## src/rtl/irq_arbiter_16.sv

```systemverilog
`default_nettype none
// ============================================================================
// Module   : irq_arbiter_16
// Purpose  : Collects 16 asynchronous interrupt request lines, synchronises
//            them, tracks per-source pending state (level or rising-edge
//            triggered) and offers one winning 4-bit source ID at a time
//            over a valid/ack handshake. The consumer feeds the accepted ID
//            into a 4-to-16 decoder to form its one-hot acknowledge.
// Ports    : clock   - system clock, rising edge
//            reset_n - asynchronous active-low reset
//            irq     - raw interrupt requests (asynchronous to clock)
//            mask    - per-source enable, 1 = may be offered
//            id      - offered source ID, stable while valid=1
//            valid   - id is a live offer
//            ack     - consumer accepts id (ignored while valid=0)
//            pending - registered pending vector, before masking
// Params   : SYNC_STAGES - synchroniser depth per line (2..3)
//            EDGE_MASK   - per-source trigger type, 1 = rising edge, 0 = level
// Config   : IRQ_ROUND_ROBIN_EN - when defined, round-robin arbitration
//            starting after the last accepted ID; otherwise fixed priority
//            with the lowest eligible index winning.
// Revision : 1.0 - initial release
// ============================================================================
module irq_arbiter_16 #(
  parameter int unsigned SYNC_STAGES = 2,
  parameter logic [15:0] EDGE_MASK   = 16'h0000
) (
  input  logic        clock,
  input  logic        reset_n,
  input  logic [15:0] irq,
  input  logic [15:0] mask,
  output logic [3:0]  id,
  output logic        valid,
  input  logic        ack,
  output logic [15:0] pending
);

  typedef enum logic [1:0] {
    S_IDLE  = 2'd0,
    S_OFFER = 2'd1,
    S_HOLD  = 2'd2
  } state_t;

  // --------------------------------------------------------------------------
  // Synchroniser chains
  // --------------------------------------------------------------------------
  logic [15:0] sync_q [SYNC_STAGES];
  logic [15:0] sync_d [SYNC_STAGES];
  logic [15:0] s;
  logic [15:0] s_d_q;

  always_comb begin
    sync_d[0] = irq;
    for (int k = 1; k < SYNC_STAGES; k++) begin
      sync_d[k] = sync_q[k-1];
    end
  end

  always_ff @(posedge clock or negedge reset_n) begin
    if (!reset_n) begin
      for (int k = 0; k < SYNC_STAGES; k++) begin
        sync_q[k] <= '0;
      end
      s_d_q <= '0;
    end else begin
      for (int k = 0; k < SYNC_STAGES; k++) begin
        sync_q[k] <= sync_d[k];
      end
      s_d_q <= s;
    end
  end

  assign s = sync_q[SYNC_STAGES-1];

  // --------------------------------------------------------------------------
  // State registers
  // --------------------------------------------------------------------------
  state_t      state_q, state_d;
  logic [3:0]  id_q, id_d;
  logic        valid_q, valid_d;
  logic [15:0] pending_q, pending_d;
  logic        accept;
  logic [15:0] elig;
  logic [3:0]  winner;

  assign elig = pending_q & mask;

  // --------------------------------------------------------------------------
  // Winner selection
  // --------------------------------------------------------------------------
`ifdef IRQ_ROUND_ROBIN_EN
  logic [3:0] rr_last_q, rr_last_d;
  logic [3:0] cand;
  logic       found;

  // Scan starts one past the last accepted ID; 4-bit arithmetic wraps
  // naturally so the candidate is always a legal index.
  always_comb begin
    winner = 4'd0;
    found  = 1'b0;
    cand   = 4'd0;
    for (int k = 0; k < 16; k++) begin
      cand = rr_last_q + 4'd1 + 4'(k);
      if (!found && elig[cand]) begin
        winner = cand;
        found  = 1'b1;
      end
    end
  end

  always_comb begin
    rr_last_d = accept ? id_q : rr_last_q;
  end

  always_ff @(posedge clock or negedge reset_n) begin
    if (!reset_n) begin
      rr_last_q <= 4'hF;
    end else begin
      rr_last_q <= rr_last_d;
    end
  end
`else
  // Descending scan so the lowest set index is the last one written.
  always_comb begin
    winner = 4'd0;
    for (int k = 15; k >= 0; k--) begin
      if (elig[k]) begin
        winner = 4'(k);
      end
    end
  end
`endif

  // --------------------------------------------------------------------------
  // Offer FSM
  // --------------------------------------------------------------------------
  always_comb begin
    state_d = state_q;
    id_d    = id_q;
    valid_d = valid_q;
    accept  = 1'b0;
    case (state_q)
      S_IDLE: begin
        if (|elig) begin
          id_d    = winner;
          valid_d = 1'b1;
          state_d = S_OFFER;
        end
      end
      S_OFFER: begin
        // The offer is frozen here: mask/pending changes cannot retract it.
        if (ack) begin
          accept  = 1'b1;
          valid_d = 1'b0;
          state_d = S_HOLD;
        end
      end
      S_HOLD: begin
        // One dead cycle so a level source that the consumer has just
        // serviced can drop before it is arbitrated again.
        state_d = S_IDLE;
      end
      default: begin
        valid_d = 1'b0;
        state_d = S_IDLE;
      end
    endcase
  end

  // --------------------------------------------------------------------------
  // Pending update
  // --------------------------------------------------------------------------
  logic [15:0] rise;
  logic [15:0] clr;

  always_comb begin
    rise = s & ~s_d_q;
    clr  = accept ? (16'd1 << id_q) : 16'd0;
    for (int i = 0; i < 16; i++) begin
      if (EDGE_MASK[i]) begin
        // A new edge arriving with the ack of the same source survives.
        pending_d[i] = rise[i] | (pending_q[i] & ~clr[i]);
      end else begin
        pending_d[i] = s[i];
      end
    end
  end

  always_ff @(posedge clock or negedge reset_n) begin
    if (!reset_n) begin
      state_q   <= S_IDLE;
      id_q      <= 4'd0;
      valid_q   <= 1'b0;
      pending_q <= 16'd0;
    end else begin
      state_q   <= state_d;
      id_q      <= id_d;
      valid_q   <= valid_d;
      pending_q <= pending_d;
    end
  end

  assign id      = id_q;
  assign valid   = valid_q;
  assign pending = pending_q;

endmodule
`default_nettype wire

```

## config.mk

```make
export PLATFORM = sky130hd
export DESIGN_NAME = irq_arbiter_16
export DESIGN_NICKNAME = d
export VERILOG_FILES = /design/src/rtl/irq_arbiter_16.sv
export SDC_FILE = /design/constraint.sdc
export NUM_CORES = 1
export LEC_CHECK = 0
export BUFFER_PORTS_ARGS = -buffer_cell sky130_fd_sc_hd__buf_2
export CAP_MARGIN = 20
export CORE_UTILIZATION = 40
export DETAILED_ROUTE_END_ITERATION = 7
export PLACE_DENSITY = 0.66
export SLEW_MARGIN = 40
export SYNTH_ARGS = -nofsm -noshare
export SYNTH_HDL_FRONTEND = slang
export SYNTH_SLANG_ARGS = --single-unit
```

## constraint.sdc

```tcl
create_clock -name clock -period 3.4 [get_ports clock]
set_clock_uncertainty 0.15 [all_clocks]
set_input_delay 0.17 -clock clock [delete_from_list [all_inputs] [get_ports clock]]
set_output_delay 0.17 -clock clock [all_outputs]
set_load 0.05 [all_outputs]
```

==> results of run 1 <==
-- kinds of logic after synthesis --
| family | after synthesis | synth area share |
|---|---|---|
| mux | 1 | 0.00878 |
| flops | 55 | 0.805 |
| simple gates | 28 | 0.0739 |
| buf+inv | 2 | 0.00439 |
| compound gates | 23 | 0.108 |
-- worst max-delay path, delay by kind of cell --
kind	cells	cell delay [ns]
compound gates	2	0.61
simple gates	1	0.14
mux	1	0.32
buf+inv	2	0.66
-- per-stage QoR --
| step | cell area [um^2] | hold WS [ns] | util |
|---|---|---|---|
| floorplan | 1710 | -0.276 | - |
| global placement | 2050 | 0.127 | 0.504 |
| detailed placement | 2050 | 0.0922 | 0.505 |
| CTS | 2360 | 0.0102 | 0.581 |
| global route | 2360 | 0.0574 | 0.581 |
| finish | 2360 | 0.0167 | 0.581 |
-- where the power goes --
group	internal [mW]	total, mW	switching, mW
Sequential	0.722	0.757	0.0357
Clock	0.223	0.434	0.210
Combinational	0.109	0.340	0.230
Total	1.05	1.53	0.476
-- layout by cell type (no fill, tap or decap), types with 2 or more instances in the layout --
master / count
o21ai_0: 2
nand2b_1: 2
nand2_1: 14
a22oi_1: 2
clkbuf_8: 5
nor2_1: 4
inv_1: 2
a21oi_1: 3
dlygate4sd3_1: 19
buf_2: 54
a31oi_1: 2
dfrtp_1: 55
nand3_1: 4
a22oi_2: 4
-- what timing repair did --
| item | CTS | global route |
|---|---|---|
| hold endpoints to repair | 74 | 0 |
| setup buffers | 0 | 0 |
| hold buffers | 19 | 0 |
-- per-layer routing --
metal	vias to the layer above	wire [um]
li1	540	-
met1	563	1240
met2	49	1750
met3	12	139
met4	0	144
met5	-	0
-- state kept, by name (all words and copies together) (netlist names) --
register / cells
pending: 16
id: 4
valid: 1
sync_d: 16
state_q: 2
pending_d: 16
-- area by class of cell --
type	instances	area share
multi-input combinational	52	0.138
clock inverter	3	0.0202
timing repair buffer	74	0.199
tap	50	0.0266
sequential	55	0.584
clock buffer	5	0.0292
inverter	2	0.00319
-- worst min-delay path by stage --
| stage | start | end | slack (ns) | cells after the start |
|---|---|---|---|---|
| after floorplan | reset_n | id[0] | -0.28 | 0 |
| after global placement | irq[15] | sync_d[15] | 0.13 | 1 |
| after detailed placement | reset_n | sync_d[5] | 0.09 | 1 |
| after CTS | mask[0] | id[1] | 0.01 | 4 |
| after global routing | mask[0] | id[1] | 0.06 | 4 |
| final | mask[0] | id[1] | 0.02 | 4 |
==> reports/metrics.yaml, run 1 <==
cts:
  cts.path.max_buffers: 2
  clkTransAtPathRegs_ns: 0.10
  clk_latency_ns: 0.30
  cts_sinks: 55
  cts_tree: "built"
  cts_root_buf: "clkbuf_8"
  numCtsBuffers: 5
  cts_resized: 0
  htreeDepth: 2
floorplan:
  rows: 23
  start_util: 0.421
  ios: 56
  die_area_um2: 4540
  die_x_um: 67.4
  die_y_um: 67.4
  core-area_um2: 4060
critical_path:
  crit_end: "id[2]"
  critPathLaunchType: "input port"
  critPathRequiredTime_ns: 3.45
  critPathKind: "input port to register"
  reg2reg_depth: 4
  crit_path_top_delay_cell: "dlygate4sd3_1"
  worstSetupEndpointType: "register"
  r2r-end: "id[2]"
  cpPeakStageDelay_ns: 0.53
  rrSetupSlack_ns: 1.57
  worstPathArrival_ns: 1.91
  crit_fanout: 8
  timing.rr.start: "pending[6]"
  crit_path_start: "mask[1]"
  worstPathCellList: "dlygate4sd3_1, buf_2, a22oi_2, nand4_1, o31a_1, mux2_4"
routing:
  drc: 0
  drtIter0Drc: 74
  wire_per_inst_um: 13.6
  ant_nets: 0
  drt_first_pass_iters: 4
  viasPerCell: 4.83
  wirelength_um: 3280
  vias: 1164
job:
  maxCapViolations: 0
global_routing:
  grt_pass1_vias: 1244
  grt_pass1_wl_um: 5220
  grtUsageTotal: 0.163
  grt_overflow: 0
  antenna_found_initial: 0
  globalRouteMet3Util: 0.0490
  grt_max_degree: 56
  grt_util_met1: 0.167
  top_usage_layer: "met2"
  grt_use_met2: 0.288
layout:
  fin_cells: 241
  nets: 225
  seqCellArea_um2: 1380
  multi_input_area_um2: 325
  fillCellCount: 336
  n_antenna_cell: 0
  syn2layout_area_growth_pct: 37.8
  drive_gt1_frac: 0.356
synthesis:
  synthTopCellsByArea: "dfrtp_1 (81%), nand2_1 (3.1%), a22oi_2 (2.9%)"
  seq_area_frac_synth: 0.805
  yosysTopAreaCell: "dfrtp_1"
  synth_nets: 144
  synth_common_cells: "dfrtp_1 (55), nand2_1 (14), a22oi_2 (4), nand3_1 (4), nor2_1 (4)"
  synth_top_area_frac: 0.805
  yosys_most_used_dff: "dfrtp_1"
  synthCells: 109
  syn_area_per_cell_um2: 15.7
  async_reset_ff_frac: 1.00
  ys_types: 26
  synth_edf_count: 0
  synth-warning-count: 0
  ys_ff_latch: 55
  yosysMostFrequentCell: "dfrtp_1"
  synth_area_um2: 1710
pwr:
  peakVddDrop_v: 0.000380
  cellPowerDensity_nw_per_um2: 650
  p_leak_nw: 1.14
  total_power_mw: 1.53
place:
  place.gp.congestion: 0.781
  port_buffers: 55
  post-place-ws_ns: 1.61
  place_inst: 214
sta:
  fmax_mhz: 539
  setup_slack_ns: 1.55
  hold_violations: 0
  min_period_over_period: 0.545
  period_minus_slack_ns: 1.85
  setup_viol: 0
  fin_tns_setup_ns: 0
  drv_slew: 0
  relSlewSlack: 0.565
  worst_slew_pin_slew_ns: 0.653
  rsz0062_at_grt: "false"
outcome:
  outcome: "complete, no violations"
min_path:
  min_path_type: "input port to register"
No activity file was read; power rests on OpenSTA's default activity.
==> run 2, diff against run 1 <==
==> constraint.sdc (replaced) <==
create_clock -name clock -period 1.84 [get_ports clock]
set_clock_uncertainty 0.15 [all_clocks]
set_input_delay 0.092 -clock clock [delete_from_list [all_inputs] [get_ports clock]]
set_output_delay 0.092 -clock clock [all_outputs]
set_load 0.05 [all_outputs]
==> run 2 against run 1 <==
Compared with the run above: critical path depth fell by 2; sequential power grew 85%; via count barely moved; die area unchanged.
==> reports/metrics.yaml, run 2 (synthesis results as in run 1) <==
outcome:
  outcome: "complete, no violations"
floorplan:
  die_x_um: 67.4  # unchanged
  start_util: 0.421  # unchanged
  core-area_um2: 4060  # unchanged
  die_area_um2: 4540  # unchanged
  rows: 23  # unchanged
  ios: 56  # unchanged
  die_y_um: 67.4  # unchanged
global_routing:
  antenna_found_initial: 0  # unchanged
  grt_max_degree: 33  # -41%
  grt_pass1_wl_um: 4860  # -6.9%
  grtUsageTotal: 0.152  # -0.0109
  grt_overflow: 0  # unchanged
  grt_pass1_vias: 1163  # -6.5%
place:
  place_inst: 215  # +0.47%
  port_buffers: 55  # unchanged
  post-place-ws_ns: 0.0403  # -1.57 ns
  dp_hpwl_um: 2320
  place.gp.congestion: 0.836  # +7.1%
sta:
  hold_violations: 0  # unchanged
  fin_tns_setup_ns: 0  # unchanged
  fmax_mhz: 564
  worst_slew_pin_slew_ns: 0.531  # -0.122 ns
  setup_slack_ns: 0.0667  # -1.48 ns
  drv_slew: 0  # unchanged
  setup_viol: 0  # unchanged
  min_period_over_period: 0.964
  period_minus_slack_ns: 1.77
  relSlewSlack: 0.646  # +0.0814
min_path:
  min_path_type: "input port to register"
  worstHoldStart: "mask[2]"
critical_path:
  rrSetupSlack_ns: 0.07  # -1.50 ns
  crit_fanout: 8  # unchanged
  critPathKind: "register to register"
  worstSetupEndpointType: "register"
  crit_path_start: "pending[10]"
  critPathLaunchType: "register"
  timing.rr.start: "pending[10]"
  critPathRequiredTime_ns: 1.89  # -1.56 ns
  worstPathArrival_ns: 1.82  # -0.09 ns
cts:
  htreeDepth: 2  # unchanged
  cts_root_buf: "clkbuf_8"
  cts_tree: "built"
  numCtsBuffers: 5  # unchanged
  clkTransAtPathRegs_ns: 0.09  # about the same
  cts_sinks: 55  # unchanged
  clk_latency_ns: 0.30  # about the same
  cts.path.max_buffers: 2  # unchanged
layout:
  final_common_cell: "buf_2"
  drive_gt1_frac: 0.433  # +0.0770
  fin_cells: 244  # +1.2%
  syn2layout_area_growth_pct: 39.8
  final_cell_mix: "buf_2 (55), dfrtp_1 (42), dlygate4sd3_1 (20)"
  n_antenna_cell: 0  # unchanged
  nets: 228  # +1.3%
pwr:
  cellPowerDensity_nw_per_um2: 1130  # +73%
  peakVddDrop_v: 0.000615  # +62%
  total_power_mw: 2.69  # +76%
  p_leak_nw: 1.13  # -0.89%
routing:
  wire_per_inst_um: 12.8  # -5.7%
  drc: 0  # unchanged
  ant_nets: 0  # unchanged
  drt_first_pass_iters: 4  # unchanged
  drtIter0Drc: 34  # -54%
  vias: 1163  # -0.086%
  viasPerCell: 4.77  # -1.3%
  wirelength_um: 3130  # -4.5%
job:
  maxCapViolations: 0  # unchanged
## run 2: changes by cell type in the layout (fill, tap and decap cells not counted), sizes merged
cell,change
buf,+2
dlygate4sd3,+1
bufinv,-1
clkinvlp,+1
inv,-1
clkinv,+1
## run 2: area by class of cell
type                       instances  area, um^2
clock buffer                       5        68.8
timing repair buffer              77         503
clock inverter                     3        25.0
multi-input combinational         52         330
sequential                        55        1390
inverter                           2        7.51
tap                               50        62.6
fill                             333        1670
## run 2: final timing paths
path	to	depth (start not counted)
min in group asynchronous	sync_d[1]	2
setup / recovery	id[2]	4
setup reg to reg	id[2]	4
hold / removal	id[0]	6
hold reg to reg	pending_d[6]	0
max in group asynchronous	pending[14]	3
## run 2: power by group
part	switching [mW]	internal [mW]
Combinational	0.426	0.209
Clock	0.381	0.272
Sequential	0.0660	1.34
Total	0.873	1.82
## run 2: critical path, stage by stage (launching register included)
cell and delay (ns):
dfrtp_2 0.43, a22oi_1 0.23, nand3_1 0.12, o31a_1 0.41, mux2_4 0.32
## run 2: per-stage QoR
stage | hold WS (ns) | utilization | instance area, um^2
finish | 0.0399 | 0.589 | 2390
global route | 0.0532 | 0.589 | 2390
CTS | 0.00984 | 0.586 | 2380
detailed placement | -0.0522 | 0.513 | 2080
global placement | -0.0700 | 0.513 | 2080
floorplan | -0.354 | - | 1730
## run 2: repair_timing
item	4_1_cts	5_1_grt
resized for setup	0	1
setup endpoints to repair	0	1
setup buffers	0	1
endpoints found under the hold margin	44	0
hold buffers	20	0
## run 2: layer usage
metal	vias up	wire length, um	GRT usage
met1	571	1180	0.160
met5	-	0	0
li1	549	-	-
met4	0	56	0.0585
met3	8	181	0.0591
met2	35	1710	0.271
==> run 3, diff against run 2 <==
--- a/config.mk
+++ b/config.mk
@@ -5,11 +5,11 @@
 export SDC_FILE = /design/constraint.sdc
 export NUM_CORES = 1
 export LEC_CHECK = 0
-export BUFFER_PORTS_ARGS = -buffer_cell sky130_fd_sc_hd__buf_2
+export BUFFER_PORTS_ARGS = -buffer_cell sky130_fd_sc_hd__buf_4
 export CAP_MARGIN = 20
 export CORE_UTILIZATION = 40
 export DETAILED_ROUTE_END_ITERATION = 7
-export PLACE_DENSITY = 0.66
+export PLACE_DENSITY = 0.78
 export SLEW_MARGIN = 40
 export SYNTH_ARGS = -nofsm -noshare
 export SYNTH_HDL_FRONTEND = slang
==> run 3 against run 2 <==
Compared with the run above: first-iteration DRC count is 29% higher; sequential share of layout area down 3.4 points; worst setup slack got worse by 0.040 ns; sequential cell count unchanged; critical path type unchanged; final area rose by 6.1%; cell count up 0.41%; fmax decreased by 2.2%; clock power increased by 16%.
==> reports/metrics.yaml, run 3 (synthesis results as in run 1) <==
cts:
  cts_sinks: 55  # unchanged
  cts.path.max_buffers: 2  # unchanged
  htreeDepth: 2  # unchanged
  numCtsBuffers: 5  # unchanged
  cts_tree: "built"
  cts_root_buf: "clkbuf_8"
  clk_latency_ns: 0.30  # about the same
  cts_resized: 0  # unchanged
  clkTransAtPathRegs_ns: 0.09  # about the same
pwr:
  peakVddDrop_v: 0.000556  # -9.5%
  p_leak_nw: 1.18  # +4.7%
  cellPowerDensity_nw_per_um2: 1130  # +0.29%
floorplan:
  die_y_um: 67.4  # unchanged
  rows: 23  # unchanged
  core-area_um2: 4060  # unchanged
  start_util: 0.421  # unchanged
  ios: 56  # unchanged
  die_x_um: 67.4  # unchanged
  die_area_um2: 4540  # unchanged
place:
  place_inst: 214  # -0.47%
  place.gp.congestion: 0.783  # -6.3%
  dp_hpwl_um: 2290  # -1.4%
  port_buffers: 55  # unchanged
global_routing:
  grt_overflow: 0  # unchanged
  grtUsageTotal: 0.159  # +0.00705
  grt_max_degree: 56  # +70%
  grt_pass1_wl_um: 5090  # +4.7%
  antenna_found_initial: 0  # unchanged
  grt_pass1_vias: 1263  # +8.6%
sta:
  period_minus_slack_ns: 1.81  # +0.0400 ns
  worst_slew_pin_slew_ns: 0.630  # +0.0990 ns
  fmax_mhz: 551  # -2.2%
  relSlewSlack: 0.580  # -0.0660
  setup_viol: 0  # unchanged
  min_period_over_period: 0.985  # +0.0218
  fin_tns_setup_ns: 0  # unchanged
  rsz0062_at_grt: "true"
  hold_violations: 0  # unchanged
  drv_slew: 0  # unchanged
layout:
  n_antenna_cell: 0  # unchanged
  final_cell_mix: "buf_4 (57), dfrtp_1 (42), dlygate4sd3_1 (21)"
  multi_input_area_um2: 325  # -1.5%
  drive_gt1_frac: 0.421  # -0.0125
  final_common_cell: "buf_4"
  fin_cells: 245  # +0.41%
  nets: 229  # +0.44%
  fillCellCount: 315  # -5.4%
  seqCellArea_um2: 1390  # unchanged
  post-route-util: 0.625  # +0.0361
  syn2layout_area_growth_pct: 48.4
routing:
  wire_per_inst_um: 13.1  # +2.0%
  drt_first_pass_iters: 4  # unchanged
  route.met2.wl_um: 1860  # +8.6%
  viasPerCell: 4.88  # +2.4%
  wirelength_um: 3210  # +2.4%
  drtIter0Drc: 44  # +29%
  top_layer: "met4"
  wl_met1_um: 1090  # -7.4%
  ant_nets: 0  # unchanged
  vias: 1196  # +2.8%
  dr_wl_met3_um: 174  # -3.9%
  drc: 0  # unchanged
outcome:
  outcome: "complete, no violations"
critical_path:
  worstSetupEndpointType: "register"
  critPathRequiredTime_ns: 1.88  # about the same
  worstPathArrival_ns: 1.85  # +0.03 ns
  critPathLaunchType: "register"
  critPathKind: "register to register"
  crit_fanout: 8  # unchanged
job:
  maxCapViolations: 0  # unchanged
min_path:
  min_path_type: "input port to register"
==> run 3: path summary, 6_finish.rpt <==
path | startpoint | to | slack, ns | cells after the start
max | pending[6] | id[2] | 0.03 | 4
min | mask[2] | id[0] | 0.07 | 6
max reg2reg | pending[6] | id[2] | 0.03 | 4
min reg2reg | pending_d[8] | pending[8] | 0.20 | 0
max in group asynchronous | reset_n | pending[7] | 0.89 | 2
min in group asynchronous | reset_n | pending[10] | 0.21 | 2
==> run 3: power by group <==
group / total (mW) / switching [mW] / internal, mW
registers: 1.40 / 0.0662 / 1.34
logic: 0.704 / 0.433 / 0.270
clock network: 0.757 / 0.352 / 0.406
==> run 3: metal layers <==
metal,track usage,vias to the layer above
met5,0,-
met1,0.139,586
met4,0.0931,0
met3,0.0422,8
li1,-,552
met2,0.315,50
==> run 3: through the flow <==
stage	power, mW	hold slack, ns	cell area (um^2)	worst slack [ns]
after floorplan	1.84	-0.354	1730	0.0150
after global placement	2.07	-0.00185	2200	0.0954
after detailed placement	2.10	0.0125	2200	0.0617
after CTS	2.89	0.0178	2520	0.0450
after global routing	3.00	0.104	2540	-0.0385
final	2.86	0.0685	2540	0.0267
==> run 3: worst max-delay path, cell delays in order, from the launching register on <==
cell,delay [ns]
dfrtp_2,0.43
a22oi_2,0.22
nand4_1,0.15
o31a_1,0.42
mux2_4,0.32
==> run 3: area by class of cell <==
| cell class | count | share of cell area |
|---|---|---|
| clock buffer | 6 | 0.0286 |
| clock inverter | 2 | 0.0148 |
| inverter | 2 | 0.00296 |
| multi-input combinational | 52 | 0.128 |
| sequential | 55 | 0.549 |
| tap | 50 | 0.0247 |
| timing repair buffer | 78 | 0.252 |
==> run 3: what timing repair did <==
action / CTS / global route
endpoints found under the setup margin: 0 / 1
hold buffers: 21 / 0
endpoints found under the hold margin: 77 / 0
buffers inserted: 0 / 3
